$ cat config.mk
export PLATFORM = sky130hd
export DESIGN_NAME = cla_sum_pipe
export DESIGN_NICKNAME = d
export VERILOG_FILES = /design/src/rtl/cla_sum_pipe.sv
export SDC_FILE = /design/constraint.sdc
export NUM_CORES = 1
export LEC_CHECK = 0
export CORE_MARGIN = 5
export CORE_UTILIZATION = 51
export DETAILED_ROUTE_END_ITERATION = 10
export PLACE_DENSITY_LB_ADDON = 0.25
export SYNTH_ARGS = -nofsm -noshare
export SYNTH_HDL_FRONTEND = slang
export SYNTH_SLANG_ARGS = --single-unit
$ cat constraint.sdc
create_clock -name clk -period 8.34 [get_ports clk]
set_clock_uncertainty 0.2 [all_clocks]
set_input_delay 1.668 -clock clk [delete_from_list [all_inputs] [get_ports clk]]
set_output_delay 1.668 -clock clk [all_outputs]
set_load 0.005 [all_outputs]
$ cat src/rtl/cla_sum_pipe.sv
// Two-stage pipelined carry-lookahead adder/subtractor.
// S1 holds bit/group generate-propagate terms, S2 holds the finished result.
module cla_sum_pipe #(
   parameter int WIDTH = 32,
   parameter int GROUP = 4
) (
   input  logic             clk,
   input  logic             rst,
   input  logic             in_valid,
   output logic             in_ready,
   input  logic [WIDTH-1:0] a,
   input  logic [WIDTH-1:0] b,
   input  logic             cin,
   input  logic             sub,
   output logic             out_valid,
   input  logic             out_ready,
   output logic [WIDTH-1:0] sum,
   output logic             cout,
   output logic             ovf,
   output logic             zero
);

   localparam int NG = WIDTH / GROUP;
   localparam int LG = $clog2(NG);

   // ---------------- stage 0: operand conditioning ----------------
   logic [WIDTH-1:0]  b_x;
   logic [WIDTH-1:0]  p_x;
   logic [WIDTH-1:0]  g_x;
   logic              c0_x;
   logic [2*NG-1:0]   gp_x;
   logic              gg;
   logic              pp;

   assign b_x  = b ^ {WIDTH{sub}};
   assign p_x  = a ^ b_x;
   assign g_x  = a & b_x;
   assign c0_x = sub | cin;

   // Per-group lookahead generate/propagate, packed {G,P} per group
   always_comb begin
      gp_x = '0;
      gg   = 1'b0;
      pp   = 1'b0;
      for (int k = 0; k < NG; k++) begin
         gg = g_x[k*GROUP];
         pp = p_x[k*GROUP];
         for (int i = 1; i < GROUP; i++) begin
            gg = g_x[k*GROUP+i] | (p_x[k*GROUP+i] & gg);
            pp = pp & p_x[k*GROUP+i];
         end
         gp_x[2*k+1] = gg;
         gp_x[2*k]   = pp;
      end
   end

   // ---------------- pipeline registers ----------------
   logic              s1_vld_q, s1_vld_d;
   logic [WIDTH-1:0]  s1_p_q, s1_p_d;
   logic [WIDTH-1:0]  s1_g_q, s1_g_d;
   logic              s1_c0_q, s1_c0_d;
   logic [2*NG-1:0]   s1_gp_q, s1_gp_d;

   logic              s2_vld_q, s2_vld_d;
   logic [WIDTH-1:0]  s2_sum_q, s2_sum_d;
   logic              s2_cout_q, s2_cout_d;
   logic              s2_ovf_q, s2_ovf_d;
   logic              s2_zero_q, s2_zero_d;

   // ---------------- handshake ----------------
   logic s2_adv;
   logic s1_adv;
   logic accept;
   logic s2_load;

   assign s2_adv   = ~s2_vld_q | out_ready;
   assign s1_adv   = ~s1_vld_q | s2_adv;
   assign in_ready = s1_adv;
   assign accept   = in_valid & s1_adv;
   assign s2_load  = s2_adv & s1_vld_q;

   // ---------------- stage 1: prefix carry network ----------------
   logic [2*NG-1:0]  pf;
   logic [2*NG-1:0]  nx;
   logic [NG-1:0]    gc;
   logic [WIDTH-1:0] cy;
   logic             cc;
   logic [WIDTH-1:0] sum_x;
   logic             cout_x;
   logic             ovf_x;
   logic             zero_x;

   // Kogge-Stone prefix over the group {G,P} pairs
   always_comb begin
      pf = s1_gp_q;
      nx = s1_gp_q;
      for (int l = 0; l < LG; l++) begin
         nx = pf;
         for (int k = 0; k < NG; k++) begin
            int d;
            int src;
            d   = 1 << l;
            src = (k >= d) ? (k - d) : k;
            if (k >= d) begin
               nx[2*k+1] = pf[2*k+1] | (pf[2*k] & pf[2*src+1]);
               nx[2*k]   = pf[2*k] & pf[2*src];
            end
         end
         pf = nx;
      end
   end

   // Group carries, then ripple inside each group from its carry-in
   always_comb begin
      gc    = '0;
      gc[0] = s1_c0_q;
      for (int k = 1; k < NG; k++) begin
         gc[k] = pf[2*(k-1)+1] | (pf[2*(k-1)] & s1_c0_q);
      end
      cy = '0;
      cc = 1'b0;
      for (int k = 0; k < NG; k++) begin
         cc = gc[k];
         for (int i = 0; i < GROUP; i++) begin
            cy[k*GROUP+i] = cc;
            cc = s1_g_q[k*GROUP+i] | (s1_p_q[k*GROUP+i] & cc);
         end
      end
      cout_x = cc;
      sum_x  = s1_p_q ^ cy;
      ovf_x  = cy[WIDTH-1] ^ cc;
      zero_x = ~|sum_x;
   end

   // Next-state selection for both stages
   always_comb begin
      s1_vld_d  = s1_adv ? in_valid : s1_vld_q;
      s1_p_d    = accept ? p_x  : s1_p_q;
      s1_g_d    = accept ? g_x  : s1_g_q;
      s1_c0_d   = accept ? c0_x : s1_c0_q;
      s1_gp_d   = accept ? gp_x : s1_gp_q;
      s2_vld_d  = s2_adv ? s1_vld_q : s2_vld_q;
      s2_sum_d  = s2_load ? sum_x  : s2_sum_q;
      s2_cout_d = s2_load ? cout_x : s2_cout_q;
      s2_ovf_d  = s2_load ? ovf_x  : s2_ovf_q;
      s2_zero_d = s2_load ? zero_x : s2_zero_q;
   end

   // Stage registers, cleared asynchronously
   always_ff @(posedge clk or posedge rst) begin
      if (rst) begin
         s1_vld_q  <= 1'b0;
         s1_p_q    <= '0;
         s1_g_q    <= '0;
         s1_c0_q   <= 1'b0;
         s1_gp_q   <= '0;
         s2_vld_q  <= 1'b0;
         s2_sum_q  <= '0;
         s2_cout_q <= 1'b0;
         s2_ovf_q  <= 1'b0;
         s2_zero_q <= 1'b0;
      end else begin
         s1_vld_q  <= s1_vld_d;
         s1_p_q    <= s1_p_d;
         s1_g_q    <= s1_g_d;
         s1_c0_q   <= s1_c0_d;
         s1_gp_q   <= s1_gp_d;
         s2_vld_q  <= s2_vld_d;
         s2_sum_q  <= s2_sum_d;
         s2_cout_q <= s2_cout_d;
         s2_ovf_q  <= s2_ovf_d;
         s2_zero_q <= s2_zero_d;
      end
   end

   assign out_valid = s2_vld_q;
   assign sum       = s2_sum_q;
   assign cout      = s2_cout_q;
   assign ovf       = s2_ovf_q;
   assign zero      = s2_zero_q;

endmodule
### After elaboration in Yosys (flattened, before gate mapping)

Index checks and enable logic that the tools add are counted.

| word-level totals | value |
|---|---|
| bits in registers | 116 |
| latch bits | 0 |
| RAM bits | 0 |
| ROM bits | 0 |
| input port bits | 70 |
| output and inout port bits | 37 |
| memories | 0 |

| cells by class | value |
|---|---|
| add/subtract/negate cells | 0 |
| multipliers | 0 |
| div/mod/pow operators | 0 |
| $lt $le $gt $ge | 0 |
| equal/unequal tests | 0 |
| shift operators | 0 |
| mux-type cells | 0 |
| bitwise logic cells | 181 |
| reduce and logical (&&, ||, !) cells | 2 |

Operator list:

| cell | number |
|---|---|
| bitwise AND 1 bit | 104 |
| XOR 32 bit | 3 |
| bitwise OR 1 bit | 70 |
| bitwise AND 32 bit | 1 |
| OR reduction 32 bit | 1 |
| NOT 1 bit | 2 |
| zero test 1 bit | 1 |
| XOR 1 bit | 1 |

### Longest topological paths before layout

| depth | value |
|---|---|
| depth in word-level cells | 15 |
| gate-level depth with buffers | 14 |
| depth with buffers taken out | 14 |

### Worst setup path after synthesis

No wires, ideal clock.

| timing path | value |
|---|---|
| kind | input port to output port |
| start point | in out_ready |
| end point | out in_ready |
| arrival | 1847 ps |
| required time | 6472 ps |
| setup slack | 4625 ps |
| cell stages on the path | 1 |
| path buffers | 0 |
| path through | nand3b_1 |

| on the way | value |
|---|---|
| cells in the longest elaborated chain, start to end | 2 |

RTL lines:

| item | line | RTL |
|---|---|---|
| from (decl) | 16 | `input logic out_ready,` |
| bitwise OR 1 bit | 76 | `assign s2_adv = ~s2_vld_q \| out_ready;` |
| bitwise OR 1 bit | 77 | `assign s1_adv = ~s1_vld_q \| s2_adv;` |
| to (decl) | 10 | `output logic in_ready,` |

No other way between the ends.

### Worst setup path after layout

Ends and elaborated chain as after synthesis.

==> Implementation_results.wiki <==
{| class="wikitable"
! Metric !! Value
|-
| Die area || 13100 um^2
|-
| Syn-to-layout area delta || 24.16%
|-
| Sum of overflow across all layers after global routing || 0
|-
| Final period utilization || 56.51%
|-
| Biggest area consumer among synthesized cells || sky130_fd_sc_hd__dfrtp_1
|-
| Post-CTS setup-driven buffer insertion count || 0
|-
| Antenna violations before repair || 0
|-
| Post-placement cell area || between 6000 and 7000 um^2
|-
| Synthesized netlist cell count || 440
|-
| Post-synth top area share || 49.03%
|-
| Shortest clock period the worst path allows after layout || between 4 and 5 ns
|-
| Global router's overall resource usage || a little under a fifth
|-
| Critical Path RT || about 6.5 ns
|-
| Placement row count || 38
|-
| Post-synth net total || 567
|-
| I/O Buffers || 106
|-
| IR Drop Worst-Case VDD || ~0.00014 V
|-
| Total wirelength of the detailed-routed design || about 11 mm
|-
| Worst setup EP type || output pin
|-
| Sum of negative setup slack || 0 ns
|-
| Worst reg2reg path startpoint || s1_c0_q
|-
| Setup slack after layout || around 3.6 ns
|-
| Initial core utilization || about half
|-
| Number of H-tree branching levels || 3
|-
| Async set-or-reset flop fraction in the synthesized netlist || 100.0%
|-
| Data arrival time at the worst-slack endpoint || approximately 2.9 ns
|-
| Post-cts gate resize count || 0
|-
| Wire length of the first global-routing pass || about 19 mm
|-
| Fraction of final layout cells with drive strength greater than 1 || ~22%
|-
| Transition time of the tightest slew-check pin || roughly 0.97 ns
|-
| Die Ht || around 110 um
|-
| Iteration-0 DRC count of the detailed router || between 100 and 150
|-
| Crit path launch || out_ready
|-
| Kind of start point of the critical path || input port
|-
| Unrepaired setup endpoints after global routing || no
|-
| Avg Inst Size Synth || around 13 um^2
|-
| Syn. warnings || 0
|-
| Post-detailed-placement half-perimeter wirelength || approximately 8.6 mm
|-
| Top area cells in the synthesized netlist || sky130_fd_sc_hd__dfrtp_1, sky130_fd_sc_hd__mux2_2, sky130_fd_sc_hd__ha_1, sky130_fd_sc_hd__xor2_1, sky130_fd_sc_hd__a21o_1
|-
| Crit-path cells || clkdlybuf4s50_1, nand3b_1, clkdlybuf4s50_1
|-
| Most frequently used flop master after synthesis || sky130_fd_sc_hd__dfrtp_1
|-
| Number of antenna-violating nets in the routed design || 0
|-
| CTS Hold Bufs || 0
|-
| Vias after detailed routing || 3617
|-
| Final routed DRC violation total || 0
|-
| Leakage || 0.003198 uW
|-
| Relative slew slack || between 30% and 40%
|-
| Clock tree from TritonCTS || built
|-
| Worst-skew pair later-pin latency || 0.37 ns
|-
| Die X || approximately 110 um
|-
| Average vias per placed instance || around 5.3
|-
| Number of buffers added by the clock tree synthesis step || 9
|-
| IO Pins || ~110
|-
| Average detailed-routed wire length per instance || approximately 17 um
|-
| Placement Setup Slack || roughly 3.6 ns
|-
| Total power divided by cell area || between 200 and 250 nW/um^2
|-
| Worst hold path startpoint || cout
|-
| Crit Path Category || in2out
|-
| Worst hold slack after final layout || ~0.30 ns
|-
| CTS Buffer Depth || 2
|-
| Crit path largest cell delay || 0.53 ns
|-
| Unique masters post-synth || 27
|-
| RePlAce Congestion || approximately 0.75
|-
| Result of the run || finished, final reports clean
|-
| Register bit count reported by yosys || 109
|-
| Portion of the post-synthesis area used by sequential elements || between 40% and 50%
|-
| Hold WC Path Type || reg2reg
|-
| Design Area, Final || just under 7000 um^2
|-
| Largest net degree at the start of global routing || 88
|-
| Finish-stage setup viols || 0
|-
| Vias in the first global route || roughly 3900
|-
| Mapped Area || 5563 um^2
|-
| Clock slew seen by the registers of the worst setup and hold paths || about 0.1 ns
|-
| Maximum clock frequency || approximately 210 MHz
|-
| Maximum fanout along the worst path || 3
|-
| Buffer cell driving the clock tree root || sky130_fd_sc_hd__clkbuf_8
|-
| Total Power || 1684 uW
|-
| Clock sinks || around 110
|-
| Core ar. || around 11000 um^2
|-
| Max-cap violations || 0
|-
| Cell with the most instances on the worst path || sky130_fd_sc_hd__clkdlybuf4s50_1
|-
| Number of antenna diodes || 0
|-
| Nets || about 670
|-
| Number of pins exceeding their max-slew limit in the final report || 0
|-
| Number of synthesized flops with an enable pin || 0
|-
| First-pass iteration count of the detailed router || 3
|-
| Crit path max-delay cell type || sky130_fd_sc_hd__clkdlybuf4s50_1
|-
| Final hold violation count || 0
|}
-- sequential cells by signal, summed over array words and instances, names as in the netlist --
register / count
out_valid: 1
s1_vld_q: 1
s1_g_q: 25
sum: 32
s1_gp_q: 14
s1_c0_q: 1
s1_p_q: 32
cout: 1
ovf: 1
zero: 1
-- critical path, delay by kind of cell --
| kind | cells | cell delay, ns |
|---|---|---|
| buffers and inverters | 2 | 1.01 |
| AND/OR/NAND/NOR | 1 | 0.17 |
-- power by group --
group	switching, uW	total, uW	internal, uW
clock network	187	300	113
registers	85.9	762	676
logic	245	622	377
total	518	1680	1170
-- through the flow --
stage | util (%) | instances
final | 64.28 | 687
after global routing | 64.28 | 687
after global placement | 62.60 | 671
after detailed placement | 62.60 | 671
after CTS | 64.28 | 687
after floorplan | - | 440
-- cell families (layout without fill, tap and decap cells) --
| family | after synthesis | in the layout | synth area share, % |
|---|---|---|---|
| buf+inv | 19 | 126 | 1.755 |
| compound gates | 54 | 54 | 6.230 |
| simple gates | 78 | 78 | 7.062 |
| mux | 83 | 83 | 16.80 |
| xor+xnor | 40 | 40 | 6.298 |
| flops | 109 | 109 | 49.03 |
| fa+ha+maj | 57 | 57 | 12.82 |
-- cell usage in the layout (no fill, tap or decap) --
cell                              instances
sky130_fd_sc_hd__a2111oi_4                1
sky130_fd_sc_hd__buf_4                    2
sky130_fd_sc_hd__o21ai_1                  1
sky130_fd_sc_hd__buf_2                    1
sky130_fd_sc_hd__o21bai_1                 1
sky130_fd_sc_hd__nor3_1                   1
sky130_fd_sc_hd__ha_1                    57
sky130_fd_sc_hd__clkdlybuf4s50_1        105
sky130_fd_sc_hd__clkbuf_8                 9
sky130_fd_sc_hd__xor2_1                  39
sky130_fd_sc_hd__nand2_2                  2
sky130_fd_sc_hd__nand3b_1                 1
sky130_fd_sc_hd__xnor2_1                  1
sky130_fd_sc_hd__a21oi_1                  8
sky130_fd_sc_hd__nor2_1                  12
sky130_fd_sc_hd__inv_1                    1
sky130_fd_sc_hd__a21o_1                  19
sky130_fd_sc_hd__nor4_1                   5
sky130_fd_sc_hd__o21ai_0                 23
sky130_fd_sc_hd__mux2_2                  83
sky130_fd_sc_hd__inv_4                    1
sky130_fd_sc_hd__dfrtp_1                109
sky130_fd_sc_hd__o41ai_1                  1
sky130_fd_sc_hd__nand4b_1                 1
sky130_fd_sc_hd__clkinvlp_4               1
sky130_fd_sc_hd__clkinv_4                 2
sky130_fd_sc_hd__nand2b_1                 4
sky130_fd_sc_hd__nand4_1                  9
sky130_fd_sc_hd__nand2_1                 24
sky130_fd_sc_hd__or2_2                   17
sky130_fd_sc_hd__nand3_1                  2
sky130_fd_sc_hd__inv_6                    3
sky130_fd_sc_hd__clkinv_2                 1
-- synthesized netlist by cell type, types with 8 or more instances --
| master | count |
|---|---|
| sky130_fd_sc_hd__a21oi_1 | 8 |
| sky130_fd_sc_hd__ha_1 | 57 |
| sky130_fd_sc_hd__a21o_1 | 19 |
| sky130_fd_sc_hd__o21ai_0 | 23 |
| sky130_fd_sc_hd__xor2_1 | 39 |
| sky130_fd_sc_hd__nand2_1 | 26 |
| sky130_fd_sc_hd__nor2_1 | 12 |
| sky130_fd_sc_hd__mux2_2 | 83 |
| sky130_fd_sc_hd__dfrtp_1 | 109 |
| sky130_fd_sc_hd__nand4_1 | 9 |
| sky130_fd_sc_hd__or2_2 | 17 |
| sky130_fd_sc_hd__buf_2 | 12 |
-- metal layers --
metal,global-route usage (%),routed length (um)
met3,3.753,476
met2,30.38,5633
met1,24.32,5133
met4,4.988,131
met5,0,0
-- worst paths after layout --
path                        endpoint  slack (ns)  depth (start not counted)
max                         in_ready        3.63                          3
min                             cout        0.30                          2
max reg2reg                     zero        4.19                         14
min reg2reg                     cout        0.30                          2
max in group asynchronous  out_valid        5.22                          3
min in group asynchronous    sum[22]        1.53                          2
-- final cells by class --
cell class | count | area (um^2)
well taps | 140 | 175.2
flip-flops and latches | 109 | 2728
fillers | 862 | 3839
repair buffers | 108 | 1071
clock inverters | 7 | 56.30
clock buffers | 9 | 123.9
inverters | 2 | 10.01
multi-input cells | 312 | 2743
Power figures use the tool's default switching activity.
